`src/rtl/booth_ctrl.sv`:
```
// rtl/booth_ctrl.sv - sequencing FSM for the 16-bit radix-2 Booth multiplier datapath
module booth_ctrl #(
  parameter int CNT_W = 5
) (
  input  logic             clk,
  input  logic             rst_n,
  input  logic             start,
  input  logic             q0,
  input  logic             q_m1,
  input  logic [CNT_W-1:0] count,
  output logic             ld_m,
  output logic             ld_q,
  output logic             clr_a,
  output logic             clr_qm1,
  output logic             ldcnt,
  output logic             ld_a,
  output logic             alu_sub,
  output logic             shift,
  output logic             dcr,
  output logic             busy,
  output logic             done
);

  localparam logic [2:0] IDLE  = 3'd0;
  localparam logic [2:0] LOAD  = 3'd1;
  localparam logic [2:0] CHECK = 3'd2;
  localparam logic [2:0] SHIFT = 3'd3;
  localparam logic [2:0] DONE  = 3'd4;

  logic [2:0] state_q, state_d;
  logic       last_iter;

  // count==0 is a corruption guard so a stale counter can never loop through an underflow
  assign last_iter = (count == CNT_W'(1)) || (count == '0);

  always_ff @(posedge clk or negedge rst_n) begin
    if (!rst_n) begin
      state_q <= IDLE;
    end else begin
      state_q <= state_d;
    end
  end

  always_comb begin
    state_d = state_q;
    case (state_q)
      IDLE:    state_d = start ? LOAD : IDLE;
      LOAD:    state_d = CHECK;
      CHECK:   state_d = SHIFT;
      SHIFT:   state_d = last_iter ? DONE : CHECK;
      DONE:    state_d = IDLE;
      default: state_d = IDLE;
    endcase
  end

  assign ld_m    = (state_q == LOAD);
  assign ld_q    = (state_q == LOAD);
  assign clr_a   = (state_q == LOAD);
  assign clr_qm1 = (state_q == LOAD);
  assign ldcnt   = (state_q == LOAD);

  // Booth recoding: {q0,q_m1}=10 subtracts M, 01 adds M, 00/11 leave A untouched
  assign ld_a    = (state_q == CHECK) && (q0 ^ q_m1);
  assign alu_sub = (state_q == CHECK) && q0 && !q_m1;

  assign shift   = (state_q == SHIFT);
  assign dcr     = (state_q == SHIFT);
  assign busy    = (state_q != IDLE);
  assign done    = (state_q == DONE);

endmodule
```
`config.mk`:
```
export PLATFORM = sky130hd
export DESIGN_NAME = booth_ctrl
export DESIGN_NICKNAME = d
export VERILOG_FILES = /design/src/rtl/booth_ctrl.sv
export SDC_FILE = /design/constraint.sdc
export NUM_CORES = 1
export LEC_CHECK = 0
export BUFFER_PORTS_ARGS = -buffer_cell sky130_fd_sc_hd__buf_4
export CORE_AREA = 8 8 45 47
export CTS_BUF_LIST = sky130_fd_sc_hd__clkbuf_4
export CTS_CLUSTER_DIAMETER = 200
export CTS_CLUSTER_SIZE = 14
export DETAILED_ROUTE_END_ITERATION = 7
export DIE_AREA = 0 0 53 55
export GPL_ROUTABILITY_DRIVEN = 0
export HOLD_SLACK_MARGIN = 0.06
export PLACE_DENSITY = 0.43
export SYNTH_ARGS = -nofsm -noshare
export SYNTH_HDL_FRONTEND = slang
export SYNTH_SLANG_ARGS = --single-unit
```
`constraint.sdc`:
```
create_clock -name clk -period 3.12 [get_ports clk]
set_input_delay 0.624 -clock clk [delete_from_list [all_inputs] [get_ports clk]]
set_output_delay 0.624 -clock clk [all_outputs]
set_load 0.005 [all_outputs]
```
==> summary.txt, run 1 <==
Finish
  – Commonest non-fill, non-tap cell in the layout: buf_4
  – Register area: about 75 µm²
  – Diode count: 0
  – Multi-input logic area: between 100 and 150 µm²
  – Ratio of cells with drive above 1 in the final layout: approximately 66%
  – Top reg by flops: state_q
  – Area delta synth->final: 70.1%
  – Fill cell count: roughly 160
  – Largest register FFs: 3
  – # nets final: 52
  – Most frequent cells in the layout: buf_4 (19), clkbuf_4 (4), dfrtp_1 (3)
  – Biggest regs: state_q: 3 flops
  – Finished Cell Area: ~380 µm²

Critical path
  – Worst Path Max Fanout: 8
  – Crit start category: flip-flop
  – CP Capture Type: output port
  – Arr. time, crit path: approximately 1.4 ns
  – Worst path required time: 2.50 ns
  – Slowest cell on the critical path: dfrtp_1
  – CP Cell Sequence: or3b_1 > nor3b_2 > buf_4
  – Crit path largest cell delay: approximately 0.44 ns
  – Setup CP Type: reg2out

GRT
  – Initial antenna violation count: 0
  – First-pass GRT wire length: 931 µm
  – Vias in the first global route: around 240
  – GRT Util Overall: under 10%
  – Largest net degree at the start of global routing: 9
  – Grt total ovfl: 0

STA
  – Min Tclk post-route: between 2 and 2.5 ns
  – Max_slew headroom: ~68%
  – Crit share post-route: 65.2%
  – Layout Skew: 0.00169 ns
  – Final hold viol count: 0
  – Hold_ws: about 0.17 ns
  – F_max: approximately 0.49 GHz
  – Worst slew pin tran: 0.482 ns
  – Final setup fails: 0
  – Max-slew violations: 0
  – RSZ-0062 raised after global routing: false
  – Setup TNS: 0 ns
  – Fin worst setup slack: around 1.1 ns

CTS
  – Clk pin slew, worst setup/hold paths: ~0.040 ns
  – CTS hold repair buffers: 0
  – Clock root cell: clkbuf_4
  – H-tree depth: 1
  – Clock sink count: 3
  – TritonCTS Buffers: 3
  – Post-cts sizing count: 0
  – Worst-Skew Late Latency: between 0.2 and 0.25 ns
  – Post-CTS setup buffers: 0
  – Clock tree buffer depth: 2
  – CTS tree: yes

Floorplanning
  – Die W: approximately 53 µm
  – Initial Util: between 10% and 20%
  – Core area: about 1400 µm²
  – Die area: 2920 µm²
  – Chip height: between 50 and 60 µm
  – # rows: 14
  – I/O pin count: 21

Synth
  – Sequential-to-total area share from yosys stat: roughly a third
  – Syn Inst Count: 23
  – YS warnings: 0
  – Post-Syn Area: between 200 and 250 µm²
  – Synth cell types: 14
  – Post-Syn Nets: 33
  – Avg Inst Size Synth: ~9.6 µm²
  – Synth Register Bits: 3

Hold path
  – HP Class: in2async

Job
  – Max cap viols: 0

Route
  – Wire per inst: approximately 12 µm
  – Via density: a little under 4
  – DRT iter0 DRCs: 1
  – Via count: about 230
  – DR DRC count: 0
  – Detailed Route WL: ~660 µm
  – Drt first pass iters: 2
  – Final ANT Viol Nets: 0

Placed design
  – IO buf count: 19
  – DPL Wire Length: ~560 µm
  – Area after DPL: around 350 µm²
  – DP Worst Slack: roughly 1.3 ns

Outcome
  – Status: finished, final reports clean

Pwr
  – Power Density: ~700 nW/µm²
  – P_leak: between 0.00015 and 0.0002 µW
  – Peak supply drop: about 0.17 mV
[per-layer routing]
metal	routed length, µm	GRT usage (%)
met1	223	3.50
met2	314	6.64
met3	119	3.74
met4	0	5.17
met5	0	0
[where the power goes]
group / switching, µW / internal [µW] / leakage [µW] / total [µW]
logic: 43.3 / 77.1 / 0.000128 / 120
clock network: 20.2 / 56.6 / 0.0000184 / 76.8
registers: 19.6 / 50.0 / 0.0000350 / 69.6
[synth_stat cells]
master   number  area share, %
buf_4         5             17
dfrtp_1       3             34
nor2_1        2            3.4
nor3_1        2            4.5
nor3b_1       2            6.8
and3b_2       1            4.5
nand2_1       1            1.7
nor3b_2       1            5.6
o21a_1        1            3.4
o21ba_2       1            4.5
or3_2         1            3.4
or3b_1        1            4.0
or4_1         1            3.4
xnor2_1       1            4.0
[cell type report]
cell class | count | area share [%]
multi-input combinational | 15 | 28.9
clock buffer | 4 | 7.97
sequential | 3 | 19.9
timing repair buffer | 19 | 37.9
tap | 16 | 5.32
[metrics by stage]
stage | total power, µW | std cells | utilization (%)
2_1_floorplan | 141 | 23 | -
3_3_place_gp | 190 | 53 | 25.0
3_5_place_dp | 194 | 53 | 25.0
4_1_cts | 276 | 57 | 27.2
5_1_grt | 296 | 57 | 27.2
6_report | 267 | 57 | 27.2
[path summary, 6_finish.rpt]
check,slack (ns),start,endpoint,cells after the start
worst max-delay path,1.08,state_q[0],alu_sub,3
worst min-delay path,0.17,rst_n,state_q[2],1
worst max register to register,2.24,state_q[0],state_q[1],2
worst min register to register,0.55,state_q[2],state_q[0],1
max in group asynchronous,2.85,rst_n,state_q[0],1
min in group clk,0.55,state_q[2],state_q[0],1
[logic make-up (layout without fill, tap and decap cells)]
| kind of cell | count (synthesis) | after routing | share of synthesized area (%) |
|---|---|---|---|
| AND/OR/NAND/NOR | 12 | 12 | 37.3 |
| buffers and inverters | 5 | 23 | 17.0 |
| flip-flops | 3 | 3 | 33.9 |
| AO/OA/AOI/OAI | 2 | 2 | 7.91 |
| XOR/XNOR | 1 | 1 | 3.96 |
[worst max-delay path: cells and delay by family (launching register included)]
| family | cells | cell delay (ns) |
|---|---|---|
| flops | 1 | 0.44 |
| simple gates | 2 | 0.61 |
| buf+inv | 1 | 0.13 |
Note: power is estimated with default switching activity, not from simulation.
==> inputs of run 2 (changes only) <==
PLACE_DENSITY = 0.44   (was 0.43)
clock period = 1.7 ns   (was 3.12 ns; I/O delays follow)
==> run 2 against run 1 <==
  * Count of clock-buffer cells in the layout unchanged
  * Die area unchanged
  * Wire length increased by 14%
  * Combinational power increased by 140%
  * Global-route usage increased by 0.11 points
  * Flip-flop and latch count unchanged
  * Critical endpoint unchanged
  * Largest cell class unchanged
==> summary.txt, run 2 (synthesized netlist as in run 1, its figures left out) <==
Placed design
  – DP Worst Slack: 0.198 ns (-1.13 ns)
  – DPL Wire Length: 563 µm (+0.73%)
  – IO buf count: 19 (unchanged)
  – Post-Place Cells: 54 (+1.9%)
  – Area after DPL: 354 µm² (+2.2%)

Finish
  – Fill cell count: 150 (-4.5%)
  – Ratio of cells with drive above 1 in the final layout: 76.1% (+10 points)
  – Biggest regs: state_q: 3 flops
  – Register area: 78.8 µm² (+5.0%)
  – Finished Cell Area: 423 µm² (+12%)
  – Utilization after layout: 30.6% (+3.3 points)
  – Non-filler cells, final: 62 (+8.8%)
  – Most frequent cells in the layout: buf_4 (23), clkbuf_4 (4), dfrtp_2 (3)
  – Multi-input logic area: 111 µm² (+2.3%)
  – Diode count: 0 (unchanged)
  – Area delta synth->final: 91.0%
  – Largest register FFs: 3 (unchanged)
  – Top reg by flops: state_q
  – # nets final: 57 (+9.6%)
  – Commonest non-fill, non-tap cell in the layout: buf_4

Route
  – Via count: 255 (+13%)
  – Routed wire length on met3: 90 µm (-24%)
  – Via density: 4.11 (+3.7%)
  – DR DRC count: 0 (unchanged)
  – Drt first pass iters: 4 (+2)
  – Wire length on met2: 344 µm (+9.6%)
  – Final ANT Viol Nets: 0 (unchanged)
  – Detailed Route WL: 749 µm (+14%)
  – DRT iter0 DRCs: 3 (+2)
  – M1 WL: 314 µm (+41%)
  – Top sig layer: met3
  – Wire per inst: 12.1 µm (+4.8%)

Floorplanning
  – # rows: 14 (unchanged)
  – Core area: 1380 µm² (unchanged)
  – Die W: 53 µm (unchanged)
  – I/O pin count: 21 (unchanged)
  – Die area: 2920 µm² (unchanged)
  – Initial Util: 16.0% (unchanged)
  – Chip height: 55 µm (unchanged)

GRT
  – Grt total ovfl: 0 (unchanged)
  – GRT Util Overall: 4.65% (+0.11 points)
  – Vias in the first global route: 245 (+2.9%)
  – First-pass GRT wire length: 993 µm (+6.7%)
  – Initial antenna violation count: 0 (unchanged)
  – Largest net degree at the start of global routing: 9 (unchanged)

Critical path
  – Slowest cell on the critical path: dfrtp_2
  – Reg2reg end: state_q[1]
  – Setup CP Type: reg2out
  – Critical path startpoint: state_q[0]
  – CP Capture Type: output port
  – CP Cell Sequence: or3b_4 > nor3b_2 > buf_4
  – Worst R2R Path Depth: 3 (+1)
  – Worst path required time: 1.36 ns (-1.14 ns)
  – Reg2reg start: state_q[0]
  – Crit start category: flip-flop
  – Crit path largest cell delay: 0.41 ns (-0.03 ns)
  – Arr. time, crit path: 1.33 ns (-0.08 ns)
  – Worst Path Max Fanout: 4 (-4)
  – R2r setup slk: 0.73 ns (-1.51 ns)

Pwr
  – Power Density: 1310 nW/µm² (+85%)
  – Reg power frac: 21.5% (-4.6 points)
  – Combinational share of power: 52.4% (+7.3 points)
  – Internal power: 385 µW (+110%)
  – Psw: 170 µW (+100%)
  – P_leak: 0.000201 µW (+11%)
  – Clock Power Share: 26.1% (-2.7 points)
  – Net Sw Frac: 30.7% (-0.51 points)
  – Peak supply drop: 0.464 mV (+180%)

STA
  – Final setup fails: 0 (unchanged)
  – Min Tclk post-route: about 1.7 ns
  – Final hold viol count: 0 (unchanged)
  – Crit share post-route: 98.1%
  – Layout Skew: 0.00741 ns (+0.00572 ns)
  – Worst slew pin tran: 0.215 ns (-0.267 ns)
  – F_max: around 0.60 GHz
  – Fin worst setup slack: 0.0329 ns (-1.05 ns)
  – Max_slew headroom: 85.6% (+18 points)
  – RSZ-0062 raised after global routing: true
  – Max-slew violations: 0 (unchanged)

CTS
  – TritonCTS Buffers: 3 (unchanged)
  – CTS tree: yes
  – Clock tree buffer depth: 2 (unchanged)
  – H-tree depth: 1 (unchanged)
  – Clk pin slew, worst setup/hold paths: 0.04 ns (about the same)
  – Worst-Skew Late Latency: 0.24 ns (about the same)
  – Clock sink count: 3 (unchanged)
  – Clock root cell: clkbuf_4

Hold path
  – HP Class: in2reg
  – Hold path depth: 3
  – Hold_sp: count[4]
  – WHS Endpoint: state_q[2]

Outcome
  – Status: finished, final reports clean

Job
  – Max cap viols: 0 (unchanged)
## run 2: cell count changes in the layout (fill, tap and decap cells not counted)
| cell | previous run | this run |
|---|---|---|
| or3b_4 | 0 | 1 |
| dlygate4sd3_1 | 0 | 1 |
| buf_4 | 19 | 23 |
| or3b_1 | 1 | 0 |
| dfrtp_1 | 3 | 0 |
| dfrtp_2 | 0 | 3 |
## run 2: how the worst max path moves through the flow
stage,to,slack [ns],cells after the start
floorplan,clr_qm1,0.30,2
global placement,alu_sub,0.22,3
detailed placement,alu_sub,0.20,3
CTS,alu_sub,0.02,3
global route,alu_sub,-0.02,3
finish,alu_sub,0.03,3
## run 2: cell type report
class / instances / area share [%]
clock buffer: 4 / 7.10
tap: 16 / 4.73
timing repair buffer: 24 / 43.2
sequential: 3 / 18.6
multi-input combinational: 15 / 26.3
## run 2: stage by stage
step | hold WS, ns | total power, µW | setup TNS (ns)
final | 0.376 | 555 | 0
after global routing | 0.393 | 593 | -0.0228
after CTS | 0.362 | 553 | 0
after detailed placement | 0.133 | 364 | 0
after global placement | 0.129 | 354 | 0
after floorplan | 0.0444 | 259 | 0
## run 2: repair_timing
| action | 4_1_cts | 5_1_grt |
|---|---|---|
| endpoints found under the setup margin | 1 | 1 |
| hold endpoints to repair | 3 | 0 |
| pin swaps | 1 | 0 |
| resized for setup | 4 | 0 |
| hold buffers | 1 | 0 |
| buffers inserted | 2 | 1 |
## run 2: layer usage
layer | global-route usage, % | vias up
met3 | 2.41 | 0
li1 | - | 123
met2 | 7.23 | 21
met1 | 5.03 | 111
met5 | 0 | -
met4 | 2.59 | 0
## run 2: power groups by stage
stage                     clock [µW]  combinational, µW  sequential, µW
after CTS                        148                283             122
after floorplan                    0                140             119
final                            145                291             119
after detailed placement           0                236             128
after global routing             154                315             124
after global placement             0                230             124
## run 2: worst max-delay path: cells and delay by family (launching register included)
family | cells | cell delay (ns)
simple gates | 2 | 0.56
flops | 1 | 0.41
buf+inv | 1 | 0.13
==> inputs of run 3 (changes only) <==
==> constraint.sdc (replaced) <==
create_clock -name clk -period 1.7 [get_ports clk]
set_input_delay 0.34 -clock clk [delete_from_list [all_inputs] [get_ports clk]]
set_output_delay 0.34 -clock clk [all_outputs]
set_load 0.1 [all_outputs]
==> run 3 against run 2 <==
  * The flow now finishes with violations (negative setup slack)
  * Worst hold slack gained 0.0022 ns
  * Die area unchanged
  * Register-to-register slack improved by 0.03 ns
  * Final area grew 30%
  * Count of clock-buffer cells in the layout unchanged
  * Cell count unchanged
  * Critical path depth unchanged
  * Non-clock buffer count did not move
  * Global-route usage up 0.77 points
  * Flip-flop and latch count stayed put
  * Largest cell class unchanged
==> summary.txt, run 3 (synthesized netlist as in run 1, its figures left out) <==
Floorplanning
  – I/O pin count: 21 (unchanged)
  – Initial Util: 16.0% (unchanged)
  – Die area: 2920 µm² (unchanged)
  – Chip height: 55 µm (unchanged)
  – # rows: 14 (unchanged)
  – Core area: 1380 µm² (unchanged)
  – Die W: 53 µm (unchanged)

CTS
  – Clock tree buffer depth: 2 (unchanged)
  – Worst-Skew Late Latency: 0.23 ns (about the same)
  – Clk pin slew, worst setup/hold paths: 0.03 ns (about the same)
  – TritonCTS Buffers: 3 (unchanged)
  – Clock root cell: clkbuf_4
  – Clock sink count: 3 (unchanged)
  – CTS tree: yes
  – H-tree depth: 1 (unchanged)

STA
  – Final setup fails: 5 (+5)
  – Worst slew pin tran: 0.266 ns (+0.0513 ns)
  – Min Tclk post-route: 1.78 ns (+0.116 ns)
  – Layout Skew: 0.00218 ns (-0.00523 ns)
  – Fin worst setup slack: -0.0829 ns (-0.116 ns)
  – F_max: 0.561 GHz (-6.5%)
  – Max-slew violations: 0 (unchanged)
  – Crit share post-route: 105% (+6.8 points)
  – Max_slew headroom: 82.2% (-3.3 points)
  – Final hold viol count: 0 (unchanged)
  – Hold_ws: 0.378 ns (+0.00221 ns)
  – RSZ-0062 raised after global routing: true

Finish
  – Largest register FFs: 3 (unchanged)
  – Register area: 77.6 µm² (-1.6%)
  – Biggest regs: state_q: 3 flops
  – Fill cell count: 140 (-6.7%)
  – Area delta synth->final: 149%
  – Multi-input logic area: 140 µm² (+26%)
  – Ratio of cells with drive above 1 in the final layout: 80.4% (+4.3 points)
  – Most frequent cells in the layout: buf_4 (11), buf_12 (6), buf_6 (5)
  – Commonest non-fill, non-tap cell in the layout: buf_4
  – Diode count: 0 (unchanged)
  – # nets final: 57 (unchanged)
  – Top reg by flops: state_q

GRT
  – GRT Util Overall: 5.42% (+0.77 points)
  – Initial antenna violation count: 0 (unchanged)
  – Largest net degree at the start of global routing: 8 (-1)
  – Vias in the first global route: 278 (+13%)
  – Grt total ovfl: 0 (unchanged)
  – First-pass GRT wire length: 1.10 mm (+11%)

Outcome
  – Status: finished with violations
  – Failing checks: negative setup slack

Job
  – Max cap viols: 0 (unchanged)

Critical path
  – Bufs and invs on worst path: 1 (unchanged)
  – CP Capture Type: output port
  – Crit. path cell count: 3 (unchanged)
  – Worst path required time: 1.36 ns (about the same)
  – Slowest cell on the critical path: or3b_4
  – Setup CP Type: reg2out
  – Worst R2R Path Depth: 3 (unchanged)
  – CP Cell Sequence: or3b_4 > nor3b_4 > buf_12
  – Arr. time, crit path: 1.44 ns (+0.11 ns)
  – Worst Path Max Fanout: 2 (-2)
  – R2r setup slk: 0.76 ns (+0.03 ns)
  – Crit path largest cell delay: 0.40 ns (about the same)
  – CP top delay family: simple AND/OR/NAND/NOR gates
  – Crit start category: flip-flop

Route
  – DRT iter0 DRCs: 0 (-3)
  – Wire per inst: 10.8 µm (-10%)
  – Via count: 251 (-1.6%)
  – DR DRC count: 0 (unchanged)
  – Final ANT Viol Nets: 0 (unchanged)
  – Drt first pass iters: 1 (-3)
  – Via density: 4.05 (-1.6%)
  – Detailed Route WL: 672 µm (-10%)

Placed design
  – IO buf count: 19 (unchanged)

Hold path
  – HP Class: in2reg
  – Hold path depth: 3 (unchanged)
## run 3: changes by cell type in the layout (fill, tap and decap cells not counted)
cell,previous run,this run
buf_12,0,6
buf_4,23,11
buf_6,0,5
buf_8,0,1
dfrtp_1,0,1
dfrtp_2,3,2
nor2_1,2,1
nor2_2,0,1
nor3b_1,2,0
nor3b_4,0,2
or3_2,1,0
or3_4,0,1
## run 3: per-stage QoR
step,instance area (µm²),TNS (ns),setup WS (ns),std cells,util [%]
floorplan,267,-2.71,-0.411,23,-
global placement,399,0,0.0926,56,28.8
detailed placement,399,0,0.0696,56,28.8
CTS,533,-0.161,-0.126,62,38.5
global route,552,-0.575,-0.129,62,39.9
finish,552,-0.236,-0.0829,62,39.9
## run 3: final cells by class
class | count | share of cell area (%)
repair buffers | 24 | 51.5
multi-input cells | 15 | 25.4
flip-flops and latches | 3 | 14.1
clock buffers | 4 | 5.44
well taps | 16 | 3.63
## run 3: path summary, 6_finish.rpt
| check | end | startpoint |
|---|---|---|
| worst min register to register | state_q[0] | state_q[0] |
| worst min-delay path | state_q[0] | start |
| worst max register to register | state_q[1] | state_q[2] |
| worst max-delay path | alu_sub | state_q[2] |
| max in group asynchronous | state_q[2] | rst_n |
| min in group asynchronous | state_q[1] | rst_n |
## run 3: tightest hold or removal path, cell delays in order
cell,delay [ns]
buf_4,0.11
nor2_1,0.07
nor3_1,0.05
## run 3: metal layers
layer,up-vias,part of all wire (%),track usage (%)
li1,123,-,-
met1,112,35,4.57
met2,16,52,9.38
met3,0,13,2.41
met4,0,0,5.17
met5,-,0,0
## run 3: timing repair
action                                 CTS  global route
endpoints found under the hold margin    3             0
buffers inserted                         1             0
setup endpoints to repair                8             9
hold buffers                             1             0
resized for setup                       21             5
pin swaps                                3             1
Power of run 3 is not shown: default switching activity piles up to over one toggle a cycle in this logic, so the estimate is an artifact.
